File: config.mk
export PLATFORM = sky130hd
export DESIGN_NAME = tm1638_key_events
export DESIGN_NICKNAME = d
export VERILOG_FILES = /design/src/rtl/tm1638_pkg.sv /design/src/rtl/tm1638_key_debounce.sv /design/src/rtl/tm1638_key_events.sv
export SDC_FILE = /design/constraint.sdc
export NUM_CORES = 1
export LEC_CHECK = 0
export ABC_AREA = 1
export BUFFER_PORTS_ARGS = -buffer_cell sky130_fd_sc_hd__buf_2
export CORE_UTILIZATION = 50
export DETAILED_ROUTE_END_ITERATION = 16
export MAX_ROUTING_LAYER = met4
export PLACE_DENSITY_LB_ADDON = 0.05
export SKIP_LAST_GASP = 1
export SLEW_MARGIN = 20
export SYNTH_ARGS = -nofsm -noshare
export SYNTH_HDL_FRONTEND = slang
export SYNTH_SLANG_ARGS = --single-unit
File: constraint.sdc
create_clock -name clk_5MHz -period 2.7 [get_ports clk_5MHz]
set_clock_uncertainty 0.1 [all_clocks]
set_input_delay 0.54 -clock clk_5MHz [delete_from_list [all_inputs] [get_ports clk_5MHz]]
set_output_delay 0.54 -clock clk_5MHz [all_outputs]
set_load 0.02 [all_outputs]
File: src/rtl/tm1638_pkg.sv
// Shared definitions for the TM1638 key event path: event field layout and key count.
// The optional auto-repeat feature is enabled with `TM1638_KEY_REPEAT_EN.
package tm1638_pkg;
    localparam int N_KEYS    = 8;
    localparam int IDX_W     = 3;
    localparam int EVENT_W   = 5;
    localparam int EV_RPT    = 4;
    localparam int EV_PRESS  = 3;
    localparam int EV_IDX_HI = 2;
    localparam int EV_IDX_LO = 0;

    typedef enum logic [1:0] {
        RPT_IDLE   = 2'd0,
        RPT_HOLD   = 2'd1,
        RPT_REPEAT = 2'd2
    } rpt_state_t;

    // Lowest set bit wins; returns 0 for an empty vector.
    function automatic logic [IDX_W-1:0] lowest_set(input logic [N_KEYS-1:0] v);
        lowest_set = '0;
        for (int i = N_KEYS - 1; i >= 0; i--) begin
            if (v[i]) lowest_set = IDX_W'(i);
        end
    endfunction
endpackage

File: src/rtl/tm1638_key_debounce.sv
// Single-key debouncer: the stable level flips only after DEBOUNCE_CYCLES consecutive differing samples.
// rise/fall pulse in the cycle whose clock edge updates stable.
module tm1638_key_debounce
    import tm1638_pkg::*;
#(
    parameter int DEBOUNCE_CYCLES = 25000
) (
    input  logic clk_5MHz,
    input  logic n_rst,
    input  logic raw,
    output logic stable,
    output logic rise,
    output logic fall
);
    localparam int CNT_W = $clog2(DEBOUNCE_CYCLES);
    localparam logic [CNT_W-1:0] CNT_LAST = CNT_W'(DEBOUNCE_CYCLES - 1);

    logic [CNT_W-1:0] cnt;
    logic             done;

    assign done = (raw != stable) && (cnt == CNT_LAST);
    assign rise = done && raw;
    assign fall = done && !raw;

    // Any sample matching stable restarts the run, so glitches earn no partial credit.
    always_ff @(posedge clk_5MHz) begin
        if (!n_rst) begin
            cnt    <= '0;
            stable <= 1'b0;
        end else if (raw == stable) begin
            cnt <= '0;
        end else if (cnt == CNT_LAST) begin
            stable <= raw;
            cnt    <= '0;
        end else begin
            cnt <= cnt + 1'b1;
        end
    end
endmodule

File: src/rtl/tm1638_key_events.sv
// Debounces the TM1638 key vector and queues press/release events into a small valid/ready FIFO.
// Defining `TM1638_KEY_REPEAT_EN adds a hold-to-repeat FSM that emits {1,1,idx} events.
module tm1638_key_events
    import tm1638_pkg::*;
#(
    parameter int DEBOUNCE_CYCLES = 25000,
    parameter int FIFO_DEPTH      = 4,
    parameter int REPEAT_DELAY    = 2500000,
    parameter int REPEAT_RATE     = 500000
) (
    input  logic               clk_5MHz,
    input  logic               n_rst,
    input  logic [N_KEYS-1:0]  keys_raw,
    output logic [N_KEYS-1:0]  keys_stable,
    output logic               event_valid,
    output logic [EVENT_W-1:0] event_data,
    input  logic               event_ready,
    output logic               event_overflow
);
    localparam int PTR_W = $clog2(FIFO_DEPTH);

    logic [N_KEYS-1:0]  keys_q, rise, fall;
    logic [N_KEYS-1:0]  pend_press, pend_rel, clr_press, clr_rel, sel_mask;
    logic               pend_rpt, sel_valid, sel_press, sel_rpt;
    logic [IDX_W-1:0]   sel_idx, rpt_idx;
    logic [EVENT_W-1:0] sel_event;
    logic [EVENT_W-1:0] mem [FIFO_DEPTH];
    logic [PTR_W-1:0]   wr_ptr, rd_ptr;
    logic [PTR_W:0]     count;
    logic               push, pop, full, do_write;

    always_ff @(posedge clk_5MHz) begin
        if (!n_rst) keys_q <= '0;
        else        keys_q <= keys_raw;
    end

    for (genvar gi = 0; gi < N_KEYS; gi++) begin : g_key
        tm1638_key_debounce #(.DEBOUNCE_CYCLES(DEBOUNCE_CYCLES)) u_debounce (
            .clk_5MHz (clk_5MHz),
            .n_rst    (n_rst),
            .raw      (keys_q[gi]),
            .stable   (keys_stable[gi]),
            .rise     (rise[gi]),
            .fall     (fall[gi])
        );
    end

    // Presses outrank releases, releases outrank repeats; lowest index first within a class.
    always_comb begin
        sel_valid = 1'b0;
        sel_press = 1'b0;
        sel_rpt   = 1'b0;
        sel_idx   = '0;
        if (|pend_press) begin
            sel_valid = 1'b1;
            sel_press = 1'b1;
            sel_idx   = lowest_set(pend_press);
        end else if (|pend_rel) begin
            sel_valid = 1'b1;
            sel_idx   = lowest_set(pend_rel);
        end else if (pend_rpt) begin
            sel_valid = 1'b1;
            sel_press = 1'b1;
            sel_rpt   = 1'b1;
            sel_idx   = rpt_idx;
        end
    end

    assign sel_mask  = {{(N_KEYS-1){1'b0}}, 1'b1} << sel_idx;
    assign clr_press = (sel_valid && sel_press && !sel_rpt) ? sel_mask : '0;
    assign clr_rel   = (sel_valid && !sel_press) ? sel_mask : '0;
    assign sel_event = {sel_rpt, sel_press, sel_idx};

    always_ff @(posedge clk_5MHz) begin
        if (!n_rst) begin
            pend_press <= '0;
            pend_rel   <= '0;
        end else begin
            pend_press <= (pend_press & ~clr_press) | rise;
            pend_rel   <= (pend_rel & ~clr_rel) | fall;
        end
    end

    // Valid/ready: an entry transfers on each clock edge where event_valid && event_ready;
    // event_data is the head entry and holds steady until it transfers.
    assign push        = sel_valid;
    assign event_valid = (count != '0);
    assign pop         = event_valid && event_ready;
    assign full        = (count == (PTR_W+1)'(FIFO_DEPTH));
    assign do_write    = push && (!full || pop);
    assign event_data  = event_valid ? mem[rd_ptr] : '0;

    always_ff @(posedge clk_5MHz) begin
        if (do_write) mem[wr_ptr] <= sel_event;
    end

    always_ff @(posedge clk_5MHz) begin
        if (!n_rst) begin
            wr_ptr         <= '0;
            rd_ptr         <= '0;
            count          <= '0;
            event_overflow <= 1'b0;
        end else begin
            if (do_write) wr_ptr <= wr_ptr + 1'b1;
            if (pop)      rd_ptr <= rd_ptr + 1'b1;
            case ({do_write, pop})
                2'b10:   count <= count + 1'b1;
                2'b01:   count <= count - 1'b1;
                default: count <= count;
            endcase
            if (push && full && !pop) event_overflow <= 1'b1;
            else if (pop)             event_overflow <= 1'b0;
        end
    end

`ifdef TM1638_KEY_REPEAT_EN
    localparam int RPT_MAX = (REPEAT_DELAY > REPEAT_RATE) ? REPEAT_DELAY : REPEAT_RATE;
    localparam int RC_W    = $clog2(RPT_MAX) + 1;

    rpt_state_t        state, state_next;
    logic [RC_W-1:0]   rcnt, rcnt_next;
    logic [IDX_W-1:0]  rpt_idx_next;
    logic [N_KEYS-1:0] stable_next;
    logic              changed, rpt_req;

    assign stable_next = keys_stable ^ (rise | fall);
    assign changed     = |(rise | fall);

    always_ff @(posedge clk_5MHz) begin
        if (!n_rst) begin
            state    <= RPT_IDLE;
            rcnt     <= '0;
            rpt_idx  <= '0;
            pend_rpt <= 1'b0;
        end else begin
            state    <= state_next;
            rcnt     <= rcnt_next;
            rpt_idx  <= rpt_idx_next;
            pend_rpt <= (pend_rpt & ~(sel_valid & sel_rpt)) | (rpt_req & ~pend_rpt);
        end
    end

    // A stable-vector change restarts the hold timer directly, so the first repeat lands
    // REPEAT_DELAY cycles after the press itself.
    always_comb begin
        state_next   = state;
        rcnt_next    = rcnt + 1'b1;
        rpt_idx_next = rpt_idx;
        rpt_req      = 1'b0;
        if (changed) begin
            rcnt_next  = '0;
            state_next = $onehot(stable_next) ? RPT_HOLD : RPT_IDLE;
            if ($onehot(stable_next)) rpt_idx_next = lowest_set(stable_next);
        end else begin
            case (state)
                RPT_IDLE: begin
                    rcnt_next = '0;
                    if ($onehot(keys_stable)) begin
                        state_next   = RPT_HOLD;
                        rpt_idx_next = lowest_set(keys_stable);
                    end
                end
                RPT_HOLD: begin
                    if (rcnt == RC_W'(REPEAT_DELAY - 1)) begin
                        rpt_req    = 1'b1;
                        rcnt_next  = '0;
                        state_next = RPT_REPEAT;
                    end
                end
                RPT_REPEAT: begin
                    if (rcnt == RC_W'(REPEAT_RATE - 1)) begin
                        rpt_req   = 1'b1;
                        rcnt_next = '0;
                    end
                end
                default: begin
                    state_next = RPT_IDLE;
                    rcnt_next  = '0;
                end
            endcase
        end
    end
`else
    assign pend_rpt = 1'b0;
    assign rpt_idx  = '0;
`endif
endmodule

==> summary.md <==
| Metric | Value |
|---|---|
| Fin util | `57.83%` |
| Core area | `0.01537 mm^2` |
| TritonCTS clock tree | `yes` |
| Placed cell area | `0.008282 mm^2` |
| Critical-path cell list | `nor2_1 -> nand2_1 -> nor2_2 -> inv_1 -> nor2_1 -> a21oi_1 -> inv_2 -> ha_1 -> inv_1 -> fa_1 -> a21oi_1 -> o21ai_0 -> o21ai_0 -> a21oi_1` |
| Antenna viol nets, final | `0` |
| Setup WS pre-CTS | `288.2 ps` |
| Cells after Synth | `1039` |
| HP Class | `input port to flip-flop` |
| Status | `finished, final reports clean` |
| CTS H-tree lvls | `4` |
| DIE WIDTH | `between 100 and 150 um` |
| Clock power frac | `a little under half` |
| Fin nets | `between 1000 and 1500` |
| FILL cells | `1399` |
| Sw frac | `22.06%` |
| Vias | `about 6300` |
| Final GP Congestion | `roughly 0.8` |
| Post-Layout Cell Count | `1294` |
| Tcrit/Tclk final | `87.57%` |
| # IOs | `26` |
| Vias in the first global route | `about 5700` |
| Post-route setup TNS | `0 ps` |
| Post-DP HPWL | `approximately 10000 um` |
| Post-Route WL | `between 10000 and 15000 um` |
| Max IR drop VDD | `433.8 uV` |
| Netlist cell types | `44` |
| Clock buffer depth | `2` |
| Worst path most repeated cell | `a21oi_1` |
| Pre-antenna DRT Iters | `5` |
| Synth warnings | `0` |
| CTS Root Cell | `clkbuf_16` |
| GRT overflow | `0` |
| DRT iter0 DRCs | `263` |
| Postcts setup bufs | `0` |
| Hold Vio Cnt, Final | `0` |
| Initial antenna violation count | `0` |
| Chip Height | `128.1 um` |
| Netlist Area Pre-Place | `roughly 0.0080 mm^2` |
| GRT Total Usage | `19.32%` |
| Sequential fraction of design power | `49.9%` |
| Most used DFF post-synth | `dfxtp_1` |
| Final WS setup | `335.7 ps` |
| I/O Buffers | `24` |
| N_diodes | `0` |
| Reg clk slew, reported paths | `60 ps` |
| Dpl cells | `1262` |
| Worst Tran Pin Value | `665.0 ps` |
| # DRC | `0` |
| Max Freq | `423.0 MHz` |
| Power Dens Cells | `slightly above 600 mW/mm^2` |
| Largest net degree at the start of global routing | `18` |
| Final setup fails | `0` |
| Async SR Flop Fraction | `0%` |
| Register Area | `about 0.0037 mm^2` |
| Multi-input gate area | `0.003523 mm^2` |
| CP peak stage delay | `about 370 ps` |
| Num CTS Buffers | `17` |
| Vias per Instance | `4.854` |
| CTS Sinks | `178` |
| First-pass GRT wire length | `24630 um` |
| CTS Hold Bufs | `0` |
| Worst Path Class, Setup | `flip-flop to flip-flop` |
| Avg Inst Size Synth | `7.658 um^2` |
| P_sw | `1.205 mW` |
| Crit-path slowest cell | `fa_1` |
| Post-synth EDFFs | `16` |
| Crit path time final | `2364 ps` |
| Area Overhead vs Synth | `11.73%` |
| Worst EP required | `just under 3000 ps` |
| Worst Path Arrival | `about 2600 ps` |
| Int Pwr | `between 4 and 5 mW` |
| Final Max Slew Viols | `0` |
| Total Die Area | `roughly 0.016 mm^2` |
| Setup crit end kind | `flip-flop` |
| # rows | `45` |
| Synth Register Bits | `178` |
| Rel. slew slack | `55.54%` |
| LEAKAGE | `around 3.3 nW` |
| Sequential fraction of the synthesis area | `46.80%` |
| Max_cap viols | `0` |
| Clk_lat worst skew | `between 400 and 500 ps` |
| Share of cells above drive strength 1 | `between 9 and 10%` |
| Worst hold margin | `209.9 ps` |
| Worst Path Max Fanout | `7` |
| Power share of the combinational group | `5.0%` |
| Mapped Nets | `1064` |
| Post-route total power | `5.463 mW` |
| RSZ-0062 raised after global routing | `false` |
| Fin area | `0.008890 mm^2` |
| Crit path launch type | `flip-flop` |
| Wire per inst | `~11 um` |
| Initial Util | `51.76%` |
[layer usage]
| layer | vias up | track usage [%] | wire length [um] |
|---|---|---|---|
| met5 | - | - | 0 |
| met4 | 0 | 6.644 | 180 |
| met3 | 14 | 4.758 | 406 |
| met2 | 69 | 30.56 | 6382 |
| met1 | 2754 | 24.09 | 7097 |
| li1 | 3444 | - | - |
[timing repair]
action | 4_1_cts | 5_1_grt
setup endpoints to repair | 0 | 1
gates resized for setup | 0 | 1
endpoints found under the hold margin | 0 | 0
[logic make-up (layout without fill, tap and decap cells)]
| kind of cell | Yosys count | count (layout) | share of synthesized area (%) |
|---|---|---|---|
| buffers and inverters | 179 | 223 | 8.948 |
| AND/OR/NAND/NOR | 507 | 507 | 30.40 |
| AO/OA/AOI/OAI | 140 | 140 | 9.310 |
| adder cells (fa/ha/maj) | 14 | 14 | 2.296 |
| flip-flops | 178 | 178 | 46.80 |
| other | 1 | 1 | 0.04713 |
| XOR/XNOR | 20 | 20 | 2.202 |
[flip-flops by register name, indices dropped and copies added (netlist names), named ones only]
register,count
g_key.u_debounce.cnt,120
mem,16
g_key.u_debounce.stable,8
keys_q,8
pend_press,8
pend_rel,8
count,3
rd_ptr,2
wr_ptr,2
event_overflow,1
[worst paths after layout]
kind                         startpoint                    endpoint  slack (ps)  cells after the start
max                       pend_press[2]                    count[2]         340                     14
min reg2reg  g_key[2].u_debounce.cnt[0]  g_key[2].u_debounce.cnt[0]         340                      1
max reg2reg               pend_press[2]                    count[2]         340                     14
min                         keys_raw[2]                   keys_q[2]         210                      3
[synth_stat cells, types with 13 or more instances]
library cell  number  share of area, %
nor4_1            15               1.2
o21ai_0           50               3.1
nor3_1            56               3.5
inv_1            153               7.2
nor2_1           157               7.4
nand2_1          144               6.8
dfxtp_1          162                41
nand4_1           26               2.0
nor3b_1           23               2.2
edfxtp_1          16               6.0
a21oi_1           70               4.4
nand3_1           42               2.6
ha_1              13               2.0
[critical path: cells and delay by family (launching register included)]
kind | cells | cell delay (ps)
compound gates | 5 | 540
buf+inv | 3 | 250
simple gates | 4 | 520
flops | 1 | 320
fa+ha+maj | 2 | 520
[cells in the final DEF (no fill, tap or decap), drive strengths merged, types with 16 or more instances in the layout]
master  netlist  final
nor3b        26     26
buf          14     31
nand4        26     26
nand2       153    153
nor3         63     63
dfxtp       162    162
nand3        44     44
clkbuf        5     26
a21oi        70     70
edfxtp       16     16
nor2        170    170
inv         159    160
o21ai        55     55
[power groups by stage]
stage	logic (mW)	clock network, mW	registers, mW
2_1_floorplan	0.196	0	2.77
3_3_place_gp	0.275	0	2.79
3_5_place_dp	0.277	0	2.79
4_1_cts	0.278	2.54	2.73
5_1_grt	0.311	2.65	2.73
6_report	0.273	2.46	2.73
[area by class of cell]
cell class	count	area share, %
well taps	211	2.970
clock buffers	26	6.066
multi-input cells	682	39.63
flip-flops and latches	178	41.89
clock inverters	6	0.7460
repair buffers	31	1.942
inverters	160	6.756
Power figures use the tool's default switching activity.
